File: config.mk
export PLATFORM = sky130hd
export DESIGN_NAME = vga_timing_ctrl
export DESIGN_NICKNAME = d
export VERILOG_FILES = /design/src/rtl/vga_timing_ctrl.sv
export SDC_FILE = /design/constraint.sdc
export NUM_CORES = 1
export LEC_CHECK = 0
export BUFFER_PORTS_ARGS = -buffer_cell sky130_fd_sc_hd__buf_4
export CAP_MARGIN = 5
export CORE_ASPECT_RATIO = 1.2
export CORE_MARGIN = 1
export CORE_UTILIZATION = 32
export CTS_BUF_LIST = sky130_fd_sc_hd__clkbuf_4 sky130_fd_sc_hd__clkbuf_8
export CTS_CLUSTER_DIAMETER = 80
export DETAILED_ROUTE_END_ITERATION = 10
export HOLD_SLACK_MARGIN = 0.15
export SYNTH_ARGS = -nofsm -noshare
export SYNTH_HDL_FRONTEND = slang
export SYNTH_SLANG_ARGS = --single-unit
File: constraint.sdc
create_clock -name iVGA_CLK -period 2.3 [get_ports iVGA_CLK]
set_clock_uncertainty 0.05 [all_clocks]
set_input_delay 0.23 -clock iVGA_CLK [delete_from_list [all_inputs] [get_ports iVGA_CLK]]
set_output_delay 0.23 -clock iVGA_CLK [all_outputs]
set_load 0.02 [all_outputs]
File: src/rtl/vga_timing_ctrl.sv
// Raster timing generator for the VGA output path: free-running h/v counters,
// stage-0 decodes, and a two-stage pipeline aligning sync, blank and RGB.
module vga_timing_ctrl #(
    parameter int unsigned H_ACTIVE = 640,
    parameter int unsigned H_FRONT  = 16,
    parameter int unsigned H_SYNC   = 96,
    parameter int unsigned H_BACK   = 48,
    parameter int unsigned V_ACTIVE = 480,
    parameter int unsigned V_FRONT  = 10,
    parameter int unsigned V_SYNC   = 2,
    parameter int unsigned V_BACK   = 33
) (
    input  logic       iVGA_CLK,
    input  logic       iRST,
    output logic [9:0] oVGA_X,
    output logic [9:0] oVGA_Y,
    input  logic [9:0] iRed,
    input  logic [9:0] iGreen,
    input  logic [9:0] iBlue,
    output logic [9:0] oVGA_R,
    output logic [9:0] oVGA_G,
    output logic [9:0] oVGA_B,
    output logic       oVGA_HS,
    output logic       oVGA_VS,
    output logic       oVGA_BLANK_N,
    output logic       oFrameStart
);

    localparam int unsigned H_TOTAL = H_ACTIVE + H_FRONT + H_SYNC + H_BACK;
    localparam int unsigned V_TOTAL = V_ACTIVE + V_FRONT + V_SYNC + V_BACK;

    // Thresholds pre-sized to the 10-bit counter width.
    localparam logic [9:0] LP_H_LAST      = 10'(H_TOTAL - 1);
    localparam logic [9:0] LP_V_LAST      = 10'(V_TOTAL - 1);
    localparam logic [9:0] LP_H_ACT       = 10'(H_ACTIVE);
    localparam logic [9:0] LP_V_ACT       = 10'(V_ACTIVE);
    localparam logic [9:0] LP_HS_START    = 10'(H_ACTIVE + H_FRONT);
    localparam logic [9:0] LP_VS_START    = 10'(V_ACTIVE + V_FRONT);
    localparam logic [10:0] LP_HS_END     = 11'(H_ACTIVE + H_FRONT + H_SYNC);
    localparam logic [10:0] LP_VS_END     = 11'(V_ACTIVE + V_FRONT + V_SYNC);

    logic [9:0] r_h_cnt;
    logic [9:0] r_v_cnt;

    logic       w_h_last;
    logic       w_v_last;
    logic       w_active0;
    logic       w_hs0;
    logic       w_vs0;
    logic       w_fs0;

    logic       r_active1;
    logic       r_hs1;
    logic       r_vs1;
    logic       r_fs1;

    logic       r_blank_n2;
    logic       r_hs2;
    logic       r_vs2;
    logic       r_fs2;
    logic [9:0] r_red2;
    logic [9:0] r_green2;
    logic [9:0] r_blue2;

    // Stage 0: raster counters
    assign w_h_last = (r_h_cnt == LP_H_LAST);
    assign w_v_last = (r_v_cnt == LP_V_LAST);

    always_ff @(posedge iVGA_CLK) begin
        if (iRST) begin
            r_h_cnt <= '0;
            r_v_cnt <= '0;
        end else if (w_h_last) begin
            r_h_cnt <= '0;
            r_v_cnt <= w_v_last ? '0 : r_v_cnt + 10'd1;
        end else begin
            r_h_cnt <= r_h_cnt + 10'd1;
        end
    end

    // Stage 0 decodes
    always_comb begin
        w_active0 = (r_h_cnt < LP_H_ACT) && (r_v_cnt < LP_V_ACT);
        w_hs0     = !((r_h_cnt >= LP_HS_START) && ({1'b0, r_h_cnt} < LP_HS_END));
        w_vs0     = !((r_v_cnt >= LP_VS_START) && ({1'b0, r_v_cnt} < LP_VS_END));
        w_fs0     = (r_h_cnt == '0) && (r_v_cnt == '0);
    end

    // Stage 1: decodes wait here while the pattern generator registers RGB
    always_ff @(posedge iVGA_CLK) begin
        if (iRST) begin
            r_active1 <= 1'b0;
            r_hs1     <= 1'b1;
            r_vs1     <= 1'b1;
            r_fs1     <= 1'b0;
        end else begin
            r_active1 <= w_active0;
            r_hs1     <= w_hs0;
            r_vs1     <= w_vs0;
            r_fs1     <= w_fs0;
        end
    end

    // Stage 2: aligned outputs
    always_ff @(posedge iVGA_CLK) begin
        if (iRST) begin
            r_blank_n2 <= 1'b0;
            r_hs2      <= 1'b1;
            r_vs2      <= 1'b1;
            r_fs2      <= 1'b0;
            r_red2     <= '0;
            r_green2   <= '0;
            r_blue2    <= '0;
        end else begin
            r_blank_n2 <= r_active1;
            r_hs2      <= r_hs1;
            r_vs2      <= r_vs1;
            r_fs2      <= r_fs1;
            r_red2     <= r_active1 ? iRed   : '0;
            r_green2   <= r_active1 ? iGreen : '0;
            r_blue2    <= r_active1 ? iBlue  : '0;
        end
    end

    assign oVGA_X       = r_h_cnt;
    assign oVGA_Y       = r_v_cnt;
    assign oVGA_R       = r_red2;
    assign oVGA_G       = r_green2;
    assign oVGA_B       = r_blue2;
    assign oVGA_HS      = r_hs2;
    assign oVGA_VS      = r_vs2;
    assign oVGA_BLANK_N = r_blank_n2;
    assign oFrameStart  = r_fs2;

endmodule
==> impl_metrics.yaml, run 1 <==
run_status:
  status: "finished, final reports clean"
floorplan:
  rows: 31
  ios: 86
  die_x_um: 75.7
  core_region_area_um2: 6170
  floorplan.initialDensity_pct: 33.9
  dieArea_um2: 6850
  die_h_um: 90.5
clock_tree:
  clk_latency_ns: 0.32
  cts_buffers: 9
  cts_sinks: 58
  path_clk_slew_ns: 0.07
  cts_max_path_buffers: 2
  h-tree-depth: 3
  cts_tree: "done"
  cts_resized: 0
  cts-root-buf: "clkbuf_8"
grt:
  grt_max_degree: 32
  gr-total-overflow: 0
  grt_pass1_wl_um: 8070
  grt_pass1_vias: 1795
  antenna_found_initial: 0
  grt.total_usage_pct: 15.8
detailed_routing:
  via_per_inst: 4.46
  finalWirelength_um: 5140
  drtIter0Drc: 58
  wire_per_inst_um: 12.5
  first_pass_iters: 4
  drtAntennaViolNets: 0
  post-route-drc-count: 0
  via_count: 1828
worst_setup_path:
  critPathLaunchType: "register"
  cpPeakStageDelay_ns: 0.53
  end_kind: "register"
  critPathArrivalTime_ns: 2.04
  worstPathMaxFanout: 7
  cp.required_ns: 2.51
  cpMaxStageDelayCell: "or4_4"
  critPathKind: "register to register"
  cp_cell_sequence: "ha_1 -> and4_4 -> nand3_4 -> or4_4 -> a21oi_2"
place:
  dp_cells: 363
  port_buffers: 85
  routabilityCongestion: 0.741
  hpwl_um: 3240
layout:
  antenna_cells: 0
  multi_input_area_um2: 872
  regArea_um2: 1160
  drive_gt1_share_pct: 34.8
  fin_cells: 410
  area_delta_synth_final_pct: 59.6
  nFillCells: 565
  layout.nets: 359
timing:
  maxSlewHeadroom_pct: 66.5
  setup-tns-final_ns: 0
  hold_ws_ns: 0.353
  hold_violations: 0
  tightestPinTransition_ns: 0.503
  maxSlewViolCount: 0
  rsz0062_at_grt: "no"
  final.min_clock_period_ns: 1.83
  fmax_mhz: 546
  setup_viol: 0
  period_share_pct: 79.6
pwr:
  p_leak_nw: 1.46
  pwr-share-comb_pct: 9.1
  vdd_drop_max_v: 0.000352
  p_sw_share_pct: 21.3
  seqPwrFrac_pct: 45.8
  powerDensity_nw_per_um2: 687
  p_switching_mw: 0.487
  clkPwrFrac_pct: 45.2
  p_int_mw: 1.80
synth:
  synth_nets: 237
  synthArstFlopShare_pct: 0
  ys_seq_elements: 58
  synth_area_um2: 2090
  ys_types: 37
  ys.flop_type: "dfxtp_1"
  synthCells: 201
  ys_seq_area_share_pct: 55.6
  synth_edf_count: 0
  synth_warnings: 0
  synth.avg_cell_area_um2: 10.4
flow_run:
  maxCapViolations: 0
hold_path:
  hp-class: "register to register"
final timing paths:
check / startpoint / to / slack [ns] / cells after the start
max reg2reg: oVGA_X[0] / oVGA_Y[8] / 0.47 / 5
min: r_vs1 / oVGA_VS / 0.35 / 1
min reg2reg: r_vs1 / oVGA_VS / 0.35 / 1
max: oVGA_X[0] / oVGA_Y[8] / 0.47 / 5
critical path: cells and delay by family, from the launching register on:
kind                       cells  cell delay, ns
DFF                            1            0.40
and+or+nand+nor                3            0.93
AOI/OAI and AO/OA              1            0.13
adders and majority gates      1            0.25
registers in the layout, summed over array words and instances, names as in the netlist:
name          flops
oVGA_B           10
oVGA_G           10
oVGA_R           10
oVGA_X           10
oVGA_Y           10
oFrameStart       1
oVGA_BLANK_N      1
oVGA_HS           1
oVGA_VS           1
r_active1         1
r_fs1             1
r_hs1             1
r_vs1             1
cell type report:
class,count,share of cell area [%]
flip-flops and latches,58,34.8
repair buffers,117,28.7
multi-input cells,132,26.2
clock buffers,11,4.35
well taps,82,3.08
clock inverters,5,2.33
inverters,5,0.563
power by group through the flow:
| stage | combinational (mW) | sequential [mW] | clock, mW |
|---|---|---|---|
| 3_3_place_gp | 0.164 | 1.07 | 0 |
| 5_1_grt | 0.227 | 1.05 | 1.12 |
| 3_5_place_dp | 0.164 | 1.07 | 0 |
| 4_1_cts | 0.208 | 1.05 | 1.06 |
| 2_1_floorplan | 0.0386 | 1.10 | 0 |
| 6_report | 0.207 | 1.05 | 1.03 |
layout by cell type, fill, tap and decap left out, types with 6 or more instances in the layout:
master / netlist / routed
buf_4: 1 / 86
dfxtp_1: 58 / 58
and2_1: 31 / 31
dlygate4sd3_1: 0 / 31
nor2_1: 13 / 13
clkbuf_8: 1 / 10
nand2_1: 9 / 9
nand4_1: 8 / 8
xor2_1: 7 / 7
nor2b_1: 6 / 6
nand3_1: 6 / 6
cell usage after synthesis (2+ instances only):
cell type,n,area (µm²)
nand4_1,8,50.1
or2_2,3,18.8
or4_1,3,22.5
nor2b_1,6,37.5
and2_1,31,194
xnor2_1,5,43.8
ha_1,4,50.1
a21oi_1,5,25.0
nand2_1,9,33.8
and3_1,3,18.8
nor4b_1,2,17.5
nand3_1,6,30.0
clkbuf_1,4,15.0
nor4_1,2,12.5
o21ai_0,5,25.0
nor3_1,3,15.0
or3_1,2,12.5
dfxtp_1,58,1160
inv_1,5,18.8
o31ai_1,2,15.0
xor2_1,7,61.3
nor2_1,13,48.8
cells by family (layout without fill, tap and decap cells):
logic type,after synthesis,count (layout),synth area share [%]
buf+inv,11,138,2.64
simple gates,102,102,30.3
fa+ha+maj,4,4,2.40
flops,58,58,55.6
xor+xnor,12,12,5.03
compound gates,14,14,4.07
per-layer routing:
| metal | up-vias | wire length [µm] | GRT usage (%) |
|---|---|---|---|
| met1 | 822 | 2120 | 16.4 |
| met4 | 0 | 43 | 7.25 |
| met5 | - | 0 | 0 |
| li1 | 920 | - | - |
| met3 | 6 | 441 | 6.25 |
| met2 | 80 | 2530 | 27.0 |
repair_timing:
action	in CTS	in global routing
hold buffers	31	0
buffers inserted	0	0
endpoints found under the hold margin	36	0
per-stage QoR:
stage | power, mW | setup WS, ns | utilization [%] | area (µm²)
2_1_floorplan | 1.14 | 0.432 | - | 2090
3_3_place_gp | 1.23 | 0.528 | 45.4 | 2800
3_5_place_dp | 1.23 | 0.478 | 45.4 | 2800
4_1_cts | 2.32 | 0.463 | 54.0 | 3330
5_1_grt | 2.40 | 0.382 | 54.0 | 3330
6_report | 2.29 | 0.468 | 54.0 | 3330
No activity file was read; power rests on OpenSTA's default activity.
==> run 2: changes to the inputs <==
--- a/config.mk
+++ b/config.mk
@@ -5,6 +5,7 @@
 export SDC_FILE = /design/constraint.sdc
 export NUM_CORES = 1
 export LEC_CHECK = 0
+export ABC_AREA = 1
 export BUFFER_PORTS_ARGS = -buffer_cell sky130_fd_sc_hd__buf_4
 export CAP_MARGIN = 5
 export CORE_ASPECT_RATIO = 1.2
==> constraint.sdc (replaced) <==
create_clock -name iVGA_CLK -period 1.6 [get_ports iVGA_CLK]
set_clock_uncertainty 0.05 [all_clocks]
set_input_delay 0.16 -clock iVGA_CLK [delete_from_list [all_inputs] [get_ports iVGA_CLK]]
set_output_delay 0.16 -clock iVGA_CLK [all_outputs]
set_load 0.02 [all_outputs]
==> impl_metrics.yaml, run 2 <==
run_status:
  status: "finished, final reports clean"
floorplan:
  die_x_um: 79.4
  ios: 86
  core_region_area_um2: 6900
  dieArea_um2: 7540
  die_h_um: 94.9
  floorplan.initialDensity_pct: 33.4
  rows: 33
clock_tree:
  cts-root-buf: "clkbuf_8"
  cts_buffers: 9
  cts_sinks: 58
  clk_latency_ns: 0.33
  h-tree-depth: 3
  path_clk_slew_ns: 0.07
  cts_tree: "done"
  cts_max_path_buffers: 2
  cts_setup_buffers: 0
grt:
  gr-total-overflow: 0
  grt_pass1_wl_um: 9160
  grt.total_usage_pct: 16.0
  antenna_found_initial: 0
  grt_pass1_vias: 2007
  grt_max_degree: 32
synth:
  synth_nets: 331
  synthSimpleGateAreaFrac_pct: 32.5
  synth_area_um2: 2300
  synthArstFlopShare_pct: 0
  synth_top_area_share_pct: 50.5
  synth_fa_ha_area_share_pct: 2.18
  synthTopCellsByCount: "dfxtp_1, nor2_1, inv_1"
  ys.flop_type: "dfxtp_1"
  synth_edf_count: 0
  ys_seq_elements: 58
  synth.avg_cell_area_um2: 7.80
  synth_top_family_by_area: "simple AND/OR/NAND/NOR gates"
  synthMuxAreaShare_pct: 0
  yosys.area.top_type: "dfxtp_1"
  synth_warnings: 0
  ys_top_cells_by_area: "dfxtp_1, nor2_1, inv_1"
  synthMostInstantiatedCell: "dfxtp_1"
  ys_types: 27
  synthCells: 295
  ys_seq_area_share_pct: 50.5
  synth_compound_area_share_pct: 3.64
  synth_xor_area_share_pct: 0.761
pwr:
  p_int_mw: 2.53
  clkPwrFrac_pct: 44.6
  vdd_drop_max_v: 0.000455
  p_sw_share_pct: 23.4
  power.total_mw: 3.31
  p_switching_mw: 0.773
  p_leak_nw: 1.72
  powerDensity_nw_per_um2: 924
  seqPwrFrac_pct: 45.5
  pwr-share-comb_pct: 9.9
detailed_routing:
  met3_length_um: 329
  first_pass_iters: 4
  top_layer: "met4"
  drtAntennaViolNets: 0
  drtIter0Drc: 86
  met1_length_um: 2560
  post-route-drc-count: 0
  via_count: 2223
  finalWirelength_um: 5870
  wire_per_inst_um: 11.5
  via_per_inst: 4.33
  dr_wl_met2_um: 2880
timing:
  period_share_pct: 93.7
  tightestPinTransition_ns: 0.322
  hold_ws_ns: 0.366
  timing.final.ws_setup_ns: 0.101
  final.min_clock_period_ns: 1.50
  maxSlewViolCount: 0
  maxSlewHeadroom_pct: 78.6
  setup-tns-final_ns: 0
  fmax_mhz: 667
  setup_viol: 0
  hold_violations: 0
worst_setup_path:
  regToRegStartpoint: "oVGA_X[1]"
  reg2reg_depth: 8
  timing.rr.end: "oVGA_Y[0]"
  critPathKind: "register to register"
  worstPathMaxFanout: 10
  crit_start: "oVGA_X[1]"
  cpPeakStageDelay_ns: 0.41
  critPathLaunchType: "register"
  crit_end: "oVGA_Y[0]"
  cp_cell_sequence: "ha_2 -> nand3_2 -> nor2_4 -> nand2_4 -> nand2_8 -> nand2_4 -> clkinv_4 -> nor2_1"
  cpMaxStageDelayCell: "dfxtp_1"
  critPathArrivalTime_ns: 1.68
  worst-r2r-setup-slack_ns: 0.10
  end_kind: "register"
  path_common_cell: "nand2_4"
  cp.required_ns: 1.78
place:
  hpwl_um: 3960
  routabilityCongestion: 0.816
  placedInstanceArea_um2: 3050
  dp_cells: 466
  dp_slack_ns: 0.112
  port_buffers: 85
layout:
  fin_cells: 513
  post-route-util_pct: 51.9
  regArea_um2: 1160
  drive_gt1_share_pct: 31.2
  layout.nets: 457
  multi_input_area_um2: 901
  nFillCells: 656
  fin_area_um2: 3580
  layout_common_cells: "buf_4, dfxtp_1, nor2_1"
  antenna_cells: 0
  area_delta_synth_final_pct: 55.5
  final_common_cell: "buf_4"
flow_run:
  maxCapViolations: 0
hold_path:
  hp-class: "register to register"
  holdPathStages: 1
-- run 2: cell types whose count changed in the layout (fill, tap and decap cells not counted), sizes merged, moves of 4 or more --
cell,delta
and2,-31
inv,+53
nand2,+41
nand3,+13
nor2,+51
nor2b,-6
nor3,+4
or4,-4
xnor2,-5
xor2,-5
-- run 2: kinds of logic after synthesis --
logic type	count (synthesis)
simple gates	155
flops	58
fa+ha+maj	4
compound gates	14
xor+xnor	2
buf+inv	62
-- run 2: area by class of cell --
class / instances / area share [%]
Clock inverter: 7 / 2.62
Inverter: 59 / 6.33
Multi-Input combinational cell: 175 / 25.2
Sequential cell: 58 / 32.4
Tap cell: 87 / 3.04
Clock buffer: 9 / 3.46
Timing Repair Buffer: 118 / 26.9
-- run 2: worst min path at each step --
stage | startpoint | to | slack (ns)
2_1_floorplan | iRST | oVGA_Y[7] | 0.18
3_3_place_gp | iGreen[1] | oVGA_G[1] | 0.32
3_5_place_dp | iBlue[5] | oVGA_B[5] | 0.33
4_1_cts | r_hs1 | oVGA_HS | 0.37
5_1_grt | r_fs1 | oFrameStart | 0.39
6_report | r_vs1 | oVGA_VS | 0.37
-- run 2: metal layers --
layer	up-vias	GRT usage [%]
li1	1155	-
met1	996	18.5
met2	63	26.8
met3	9	4.64
met4	0	8.18
met5	-	0
-- run 2: power groups by stage --
stage	clock network (mW)	registers, mW	logic, mW
floorplan	0	1.59	0.0721
global placement	0	1.54	0.261
detailed placement	0	1.54	0.263
CTS	1.51	1.50	0.325
global route	1.58	1.51	0.355
finish	1.48	1.51	0.326
-- run 2: timing repair --
item,in CTS,in global routing
gates resized for setup,0,1
hold endpoints to repair,37,0
endpoints found under the setup margin,0,7
hold buffers,31,0
-- run 2: worst max-delay path, delay by kind of cell (launching register included) --
kind | cells | cell delay (ns)
buffers and inverters | 1 | 0.07
flip-flops | 1 | 0.41
adder cells (fa/ha/maj) | 1 | 0.26
AND/OR/NAND/NOR | 6 | 0.62
